[src/rtl/tw_gen_pkg.sv]
// -----------------------------------------------------------------------------
// tw_gen_pkg
// Shared definitions for the twiddle-factor generator:
//   - default FFT size / word length / stage-select width
//   - quarter_cos(): constant function that builds the quarter-wave cosine table
//   - pos_one()/neg_one(): saturated +1.0 / -1.0 codes for a given word length
//   - clamp_stage(): limits a requested stage index to the last real stage
// -----------------------------------------------------------------------------
package tw_gen_pkg;

    localparam int LOG2N_DEF = 4;
    localparam int WL_DEF    = 10;
    localparam int SW_DEF    = 4;

    localparam real TW_PI = 3.14159265358979323846;

    // +1.0 cannot be represented in Q(WL, WL-1); it saturates one code below.
    function automatic int pos_one(input int wl);
        return (1 << (wl - 1)) - 1;
    endfunction

    // -1.0 is coded symmetrically with +1.0 so that negation is always exact.
    function automatic int neg_one(input int wl);
        return -pos_one(wl);
    endfunction

    // C[i] = round(cos(2*pi*i/N) * 2^(WL-1)), saturated at +1.0.
    // Only evaluated at elaboration time (i in 0..N/4, so cos is never negative).
    function automatic int quarter_cos(input int i, input int log2n, input int wl);
        real x;
        int  v;
        x = $cos(2.0 * TW_PI * real'(i) / real'(1 << log2n)) * real'(1 << (wl - 1));
        v = $rtoi(x + 0.5);
        if (v > pos_one(wl)) begin
            v = pos_one(wl);
        end
        return v;
    endfunction

    // Stages beyond the last one behave like the last stage (k = 0 always).
    function automatic int clamp_stage(input int s, input int log2n);
        return (s > log2n - 1) ? (log2n - 1) : s;
    endfunction

endpackage

[src/rtl/tw_qrom.sv]
// -----------------------------------------------------------------------------
// tw_qrom
// Synchronous quarter-wave cosine ROM: N/4+1 entries of WL bits, one
// registered read port. Contents come from tw_gen_pkg::quarter_cos.
// Ports:
//   CLK     clock, rising edge
//   nRST    asynchronous active-low reset (clears the read register)
//   en_i    read enable; when low the read register holds its value
//   addr_i  read address, 0..N/4
//   data_o  registered table word (unsigned magnitude, MSB always 0)
// -----------------------------------------------------------------------------
module tw_qrom
    import tw_gen_pkg::*;
#(
    parameter int LOG2N = LOG2N_DEF,
    parameter int WL    = WL_DEF
) (
    input  logic               CLK,
    input  logic               nRST,
    input  logic               en_i,
    input  logic [LOG2N-2:0]   addr_i,
    output logic [WL-1:0]      data_o
);

    localparam int DEPTH = (1 << (LOG2N - 2)) + 1;

    logic [WL-1:0] rom [DEPTH];
    logic [WL-1:0] rd_q;

    for (genvar gi = 0; gi < DEPTH; gi++) begin : g_rom
        assign rom[gi] = WL'(quarter_cos(gi, LOG2N, WL));
    end

    always_ff @(posedge CLK or negedge nRST) begin
        if (!nRST) begin
            rd_q <= '0;
        end else if (en_i) begin
            rd_q <= rom[addr_i];
        end
    end

    assign data_o = rd_q;

endmodule

[src/rtl/tw_gen.sv]
// -----------------------------------------------------------------------------
// tw_gen
// Pipelined twiddle-factor generator for an N-point radix-2 DIF SDF FFT stage.
// Each iVALID beat yields W = cos(2*pi*k/N) - j*sin(2*pi*k/N) (conjugated when
// inverse), with k = (cnt << stage) mod N/2, two cycles later.
// Ports:
//   CLK       clock, rising edge
//   nRST      asynchronous active-low reset
//   iSOF      start of frame, qualified by iVALID
//   iVALID    request one twiddle beat
//   iSTAGE    stage index, sampled on the SOF beat (clamped to LOG2N-1)
//   iINV      1 = inverse (conjugate), sampled on the SOF beat
//   oVALID    iVALID delayed by two cycles
//   oLAST     marks the beat whose counter was N/2-1
//   oDATA_RE  real part, two's complement Q(WL, WL-1)
//   oDATA_IM  imaginary part, two's complement Q(WL, WL-1)
// -----------------------------------------------------------------------------
module tw_gen
    import tw_gen_pkg::*;
#(
    parameter int LOG2N = LOG2N_DEF,
    parameter int WL    = WL_DEF,
    parameter int SW    = SW_DEF
) (
    input  logic            CLK,
    input  logic            nRST,
    input  logic            iSOF,
    input  logic            iVALID,
    input  logic [SW-1:0]   iSTAGE,
    input  logic            iINV,
    output logic            oVALID,
    output logic            oLAST,
    output logic [WL-1:0]   oDATA_RE,
    output logic [WL-1:0]   oDATA_IM
);

    localparam int CW = LOG2N - 1;                       // counter / k width
    localparam logic [CW:0] HALF = (CW + 1)'(1 << (LOG2N - 1));
    localparam logic [CW:0] QTR  = (CW + 1)'(1 << (LOG2N - 2));

    // Frame state
    logic [CW-1:0] cnt_q,   cnt_d;
    logic [SW-1:0] stage_q, stage_d;
    logic          inv_q,   inv_d;

    // Values used by the current beat
    logic [CW-1:0] beat_cnt;
    logic [SW-1:0] beat_stage;
    logic          beat_inv;
    logic [CW-1:0] beat_k;
    logic          beat_quad;
    logic          beat_last;

    // P1 registers
    logic          p1_valid_q;
    logic          p1_last_q;
    logic [CW-1:0] p1_k_q;
    logic          p1_quad_q;
    logic          p1_inv_q;

    // P2 registers (table words live inside the ROM instances)
    logic          p2_valid_q;
    logic          p2_last_q;
    logic          neg_re_q;
    logic          neg_im_q;

    logic [CW-1:0] re_addr;
    logic [CW-1:0] im_addr;
    logic [WL-1:0] re_mag;
    logic [WL-1:0] im_mag;

    // ---------------------------------------------------------------------
    // Beat counter and frame parameters. A SOF beat always uses cnt = 0 and
    // the freshly sampled stage/inverse, even when it interrupts a frame.
    // ---------------------------------------------------------------------
    always_comb begin
        cnt_d      = cnt_q;
        stage_d    = stage_q;
        inv_d      = inv_q;
        beat_cnt   = cnt_q;
        beat_stage = stage_q;
        beat_inv   = inv_q;
        if (iVALID && iSOF) begin
            beat_cnt   = '0;
            beat_stage = SW'(clamp_stage(int'(iSTAGE), LOG2N));
            beat_inv   = iINV;
            stage_d    = beat_stage;
            inv_d      = beat_inv;
        end
        if (iVALID) begin
            // Natural CW-bit overflow gives the N/2-1 -> 0 wrap.
            cnt_d = beat_cnt + 1'b1;
        end
        // Truncation to CW bits is the mod N/2.
        beat_k    = beat_cnt << beat_stage;
        beat_quad = ({1'b0, beat_k} > QTR);
        beat_last = &beat_cnt;
    end

    always_ff @(posedge CLK or negedge nRST) begin
        if (!nRST) begin
            cnt_q   <= '0;
            stage_q <= '0;
            inv_q   <= 1'b0;
        end else begin
            cnt_q   <= cnt_d;
            stage_q <= stage_d;
            inv_q   <= inv_d;
        end
    end

    // ---------------------------------------------------------------------
    // P1: index, quadrant flag, per-beat conjugate flag, valid/last.
    // ---------------------------------------------------------------------
    always_ff @(posedge CLK or negedge nRST) begin
        if (!nRST) begin
            p1_valid_q <= 1'b0;
            p1_last_q  <= 1'b0;
            p1_k_q     <= '0;
            p1_quad_q  <= 1'b0;
            p1_inv_q   <= 1'b0;
        end else begin
            p1_valid_q <= iVALID;
            p1_last_q  <= iVALID & beat_last;
            if (iVALID) begin
                p1_k_q    <= beat_k;
                p1_quad_q <= beat_quad;
                p1_inv_q  <= beat_inv;
            end
        end
    end

    // Quarter-wave folding:
    //   k <= N/4 : re =  C[k],       im = -C[N/4-k]
    //   k >  N/4 : re = -C[N/2-k],   im = -C[k-N/4]
    always_comb begin
        if (p1_quad_q) begin
            re_addr = CW'(HALF - {1'b0, p1_k_q});
            im_addr = CW'({1'b0, p1_k_q} - QTR);
        end else begin
            re_addr = p1_k_q;
            im_addr = CW'(QTR - {1'b0, p1_k_q});
        end
    end

    // ---------------------------------------------------------------------
    // P2: registered table reads plus the sign flags that go with them.
    // Both parts need a word in the same cycle, hence two ROM copies.
    // ---------------------------------------------------------------------
    tw_qrom #(
        .LOG2N (LOG2N),
        .WL    (WL)
    ) u_qrom_re (
        .CLK    (CLK),
        .nRST   (nRST),
        .en_i   (p1_valid_q),
        .addr_i (re_addr),
        .data_o (re_mag)
    );

    tw_qrom #(
        .LOG2N (LOG2N),
        .WL    (WL)
    ) u_qrom_im (
        .CLK    (CLK),
        .nRST   (nRST),
        .en_i   (p1_valid_q),
        .addr_i (im_addr),
        .data_o (im_mag)
    );

    always_ff @(posedge CLK or negedge nRST) begin
        if (!nRST) begin
            p2_valid_q <= 1'b0;
            p2_last_q  <= 1'b0;
            neg_re_q   <= 1'b0;
            neg_im_q   <= 1'b0;
        end else begin
            p2_valid_q <= p1_valid_q;
            p2_last_q  <= p1_last_q;
            if (p1_valid_q) begin
                neg_re_q <= p1_quad_q;
                // Forward imaginary part is always -sin; inverse conjugates it.
                neg_im_q <= ~p1_inv_q;
            end
        end
    end

    // Sign is applied to registered magnitudes. Magnitudes never reach
    // 2^(WL-1), so negation is exact, and reset (all zero) maps to zero.
    // Because ROM and sign registers only load on valid beats, idle cycles
    // hold the last twiddle.
    assign oDATA_RE = neg_re_q ? -re_mag : re_mag;
    assign oDATA_IM = neg_im_q ? -im_mag : im_mag;
    assign oVALID   = p2_valid_q;
    assign oLAST    = p2_last_q;

endmodule

[config.mk]
export PLATFORM = sky130hd
export DESIGN_NAME = tw_gen
export DESIGN_NICKNAME = d
export VERILOG_FILES = /design/src/rtl/tw_gen_pkg.sv /design/src/rtl/tw_qrom.sv /design/src/rtl/tw_gen.sv
export SDC_FILE = /design/constraint.sdc
export NUM_CORES = 1
export LEC_CHECK = 0
export ABC_AREA = 1
export BUFFER_PORTS_ARGS = -buffer_cell sky130_fd_sc_hd__buf_2
export CAP_MARGIN = 0
export CORE_MARGIN = 1.5
export CORE_UTILIZATION = 25
export DETAILED_ROUTE_END_ITERATION = 10
export GPL_TIMING_DRIVEN = 0
export PLACE_DENSITY_LB_ADDON = 0.2
export SLEW_MARGIN = 20
export SYNTH_ARGS = -nofsm -noshare
export SYNTH_HDL_FRONTEND = slang
export SYNTH_SLANG_ARGS = --single-unit
[constraint.sdc]
create_clock -name CLK -period 3.8 [get_ports CLK]
set_clock_uncertainty 0.2 [all_clocks]
set_input_delay 0.76 -clock CLK [delete_from_list [all_inputs] [get_ports CLK]]
set_output_delay 0.76 -clock CLK [all_outputs]
set_load 0.01 [all_outputs]
==> run metrics <==
sequential area share after synthesis=44.03%; clock share of power=20.3%; Initial Util=25.93%; Commonest cells post-synth=nand2_1 (41), dfrtp_1 (31), inv_1 (30); Die H=86.95 um; Max Root-Sink Buffers=2; Synth Flop Type=dfrtp_1; CP Data Required Time=2.84 ns; crit share post-route=68.40%; number of diodes=0; Net Sw Frac=39.37%; WHS=0.1530 ns; number of CTS-inserted buffers=5; io pins=31; CP max stage delay=0.37 ns; Setup-failing EPs final=0; first-pass GRT wire length=5851 um; Wirelength per Cell=10.18 um; Setup WS post-layout=1.201 ns; clk_lat worst skew=0.27 ns; overall routing resource usage=10.08%; PD cells=599.6 mW/mm2; worst-margin pin slew=0.7018 ns; initial antenna violation count=0; Via density=4.101; FILL cells=725; HPWL Detailed=2598 um; NetSw=0.5003 mW; vias in the first global route=1289; Leakage=1.082 nW; routed vias=1382; post-CTS sizing=0; I/O Buffers=30; status=finished clean; post-route ant nets=0; RSZ-0062 raised after global routing=false; fmax=384.8 MHz; Synth area leader=dfrtp_1; GRT overflow=0; DRT Pass-1 Iters=4; Hold WC Path Type=reg2reg; Setup CP Type=reg2out; Synth Register Bits=31; relative slew slack=53.21%; CP Launch Type=register; total negative slack=0 ns; pin count of the biggest net entering global routing=32; share of cells above drive strength 1=28.63%; Area Growth Syn to Fin=20.31%; mapped cell area=0.001762 mm2; pre-CTS WS=1.474 ns; die width=86.95 um; slowest CP cell=dfrtp_1; worst-path cell chain=inv_1 > ha_1 > inv_1 > o31ai_2 > xor2_1 > buf_2; P_int=0.7704 mW; Max Cap Viol=0; synth top area cells=dfrtp_1 (44%), nand2_1 (8.7%), inv_1 (6.4%), ha_1 (5.7%), xor2_1 (4.5%); count leader, synth=nand2_1; final core occ=31.20%; Worst Path Arrival=1.64 ns; htree depth=2; Syn Nets=221; CTS Sinks=31; postcts setup bufs=0; Max IR drop VDD=209.3 uV; initial drt markers=23; Cells after Synth=204; sequential power share=36.4%; Yosys top cell area share=44.03%; Clock transition at path regs=0.06 ns; Finished Layout Cells=337; CP endpoint kind=output pin; Core Region=0.006794 mm2; Die ar.=0.007559 mm2; CTS tree=built; Async S/R FF share, synth=100.0%; DRC=0; # hold bufs at CTS=0; Final Hold Viols=0; placed cells=330; Root Driver=clkbuf_8; # nets final=258; Cell variety after synth=28; wirelength, routed=3432 um; Crit path top cell by count=inv_1; minimum clock period=2.599 ns; CP Max Fanout=4; GPL Wtd Cong=0.7460; final number of max-transition violations=0; share of total power in combinational logic=43.3%; Ys Warns=0; synthesized area per cell=8.636 um2; EDFF count, synth=0; num rows=30
per-layer routing:
layer | part of all wire, % | vias up | track usage (%)
met4 | 1.3 | 0 | 4.399
li1 | - | 731 | -
met1 | 49 | 609 | 13.76
met5 | 0 | - | 0
met3 | 5.3 | 5 | 2.559
met2 | 44 | 37 | 15.01
state kept, by name, summed over array words and instances, names as in the netlist, 3 cells and up:
signal / cells
u_qrom_im.data_o: 6
p1_k_q: 3
stage_q: 4
u_qrom_re.data_o: 6
cnt_q: 3
power by group through the flow:
stage / clock network, mW / registers, mW / logic, mW
final: 0.258 / 0.463 / 0.550
after global routing: 0.284 / 0.472 / 0.629
after CTS: 0.270 / 0.464 / 0.561
after detailed placement: 0 / 0.470 / 0.559
after global placement: 0 / 0.469 / 0.556
after floorplan: 0 / 0.455 / 0.391
stage by stage:
| stage | instance area (um2) | total power [mW] |
|---|---|---|
| floorplan | 1762 | 0.8453 |
| global placement | 2032 | 1.025 |
| detailed placement | 2032 | 1.029 |
| CTS | 2120 | 1.295 |
| global route | 2120 | 1.386 |
| finish | 2120 | 1.271 |
cell usage in the layout, fill, tap and decap left out, types with 2 or more instances in the layout:
cell type,n
a21oi_1,5
a31oi_1,2
buf_2,32
buf_4,3
clkbuf_8,6
dfrtp_1,31
ha_1,8
inv_1,30
inv_2,6
nand2_1,41
nand2_2,2
nand2_4,3
nand3_1,7
nand3_2,3
nand4_1,3
nor2_1,8
nor2_2,3
nor2_4,3
o21ai_0,11
o21ai_1,5
o21ai_2,3
o22ai_1,8
o31ai_2,2
xnor2_1,2
xor2_1,9
path summary, 6_finish.rpt:
| kind | startpoint | end | slack, ns | cells after the start |
|---|---|---|---|---|
| worst max register to register | p1_k_q[0] | u_qrom_im.data_o[2] | 2.01 | 6 |
| worst min register to register | p1_last_q | oLAST | 0.15 | 0 |
| worst max-delay path | u_qrom_im.data_o[4] | oDATA_IM[6] | 1.20 | 6 |
| min in group asynchronous | nRST | cnt_q[1] | 0.33 | 1 |
| max in group asynchronous | nRST | cnt_q[0] | 2.62 | 1 |
| worst min-delay path | p1_last_q | oLAST | 0.15 | 0 |
worst max-delay path, delay by kind of cell, from the launching register on:
family | cells | cell delay [ns]
fa+ha+maj | 1 | 0.20
flops | 1 | 0.37
compound gates | 1 | 0.25
xor+xnor | 1 | 0.17
buf+inv | 3 | 0.37
cells by family (layout without fill, tap and decap cells):
logic type      count (synthesis)  in the layout  synth area share, %
compound gates                 38             38                13.64
xor+xnor                       11             11                5.469
fa+ha+maj                       8              8                5.682
buf+inv                        43             80                10.37
flops                          31             31                44.03
simple gates                   73             73                20.81
area by class of cell:
class | count | area (um2) | share of cell area (%)
Timing Repair Buffer | 30 | 150.1 | 7.084
Multi-Input combinational cell | 130 | 803.3 | 37.90
Clock inverter | 1 | 5.005 | 0.2361
Inverter | 37 | 146.4 | 6.907
Buffer | 6 | 36.28 | 1.712
Sequential cell | 31 | 775.7 | 36.60
Clock buffer | 6 | 82.58 | 3.896
Tap cell | 96 | 120.1 | 5.667
Power figures use the tool's default switching activity.
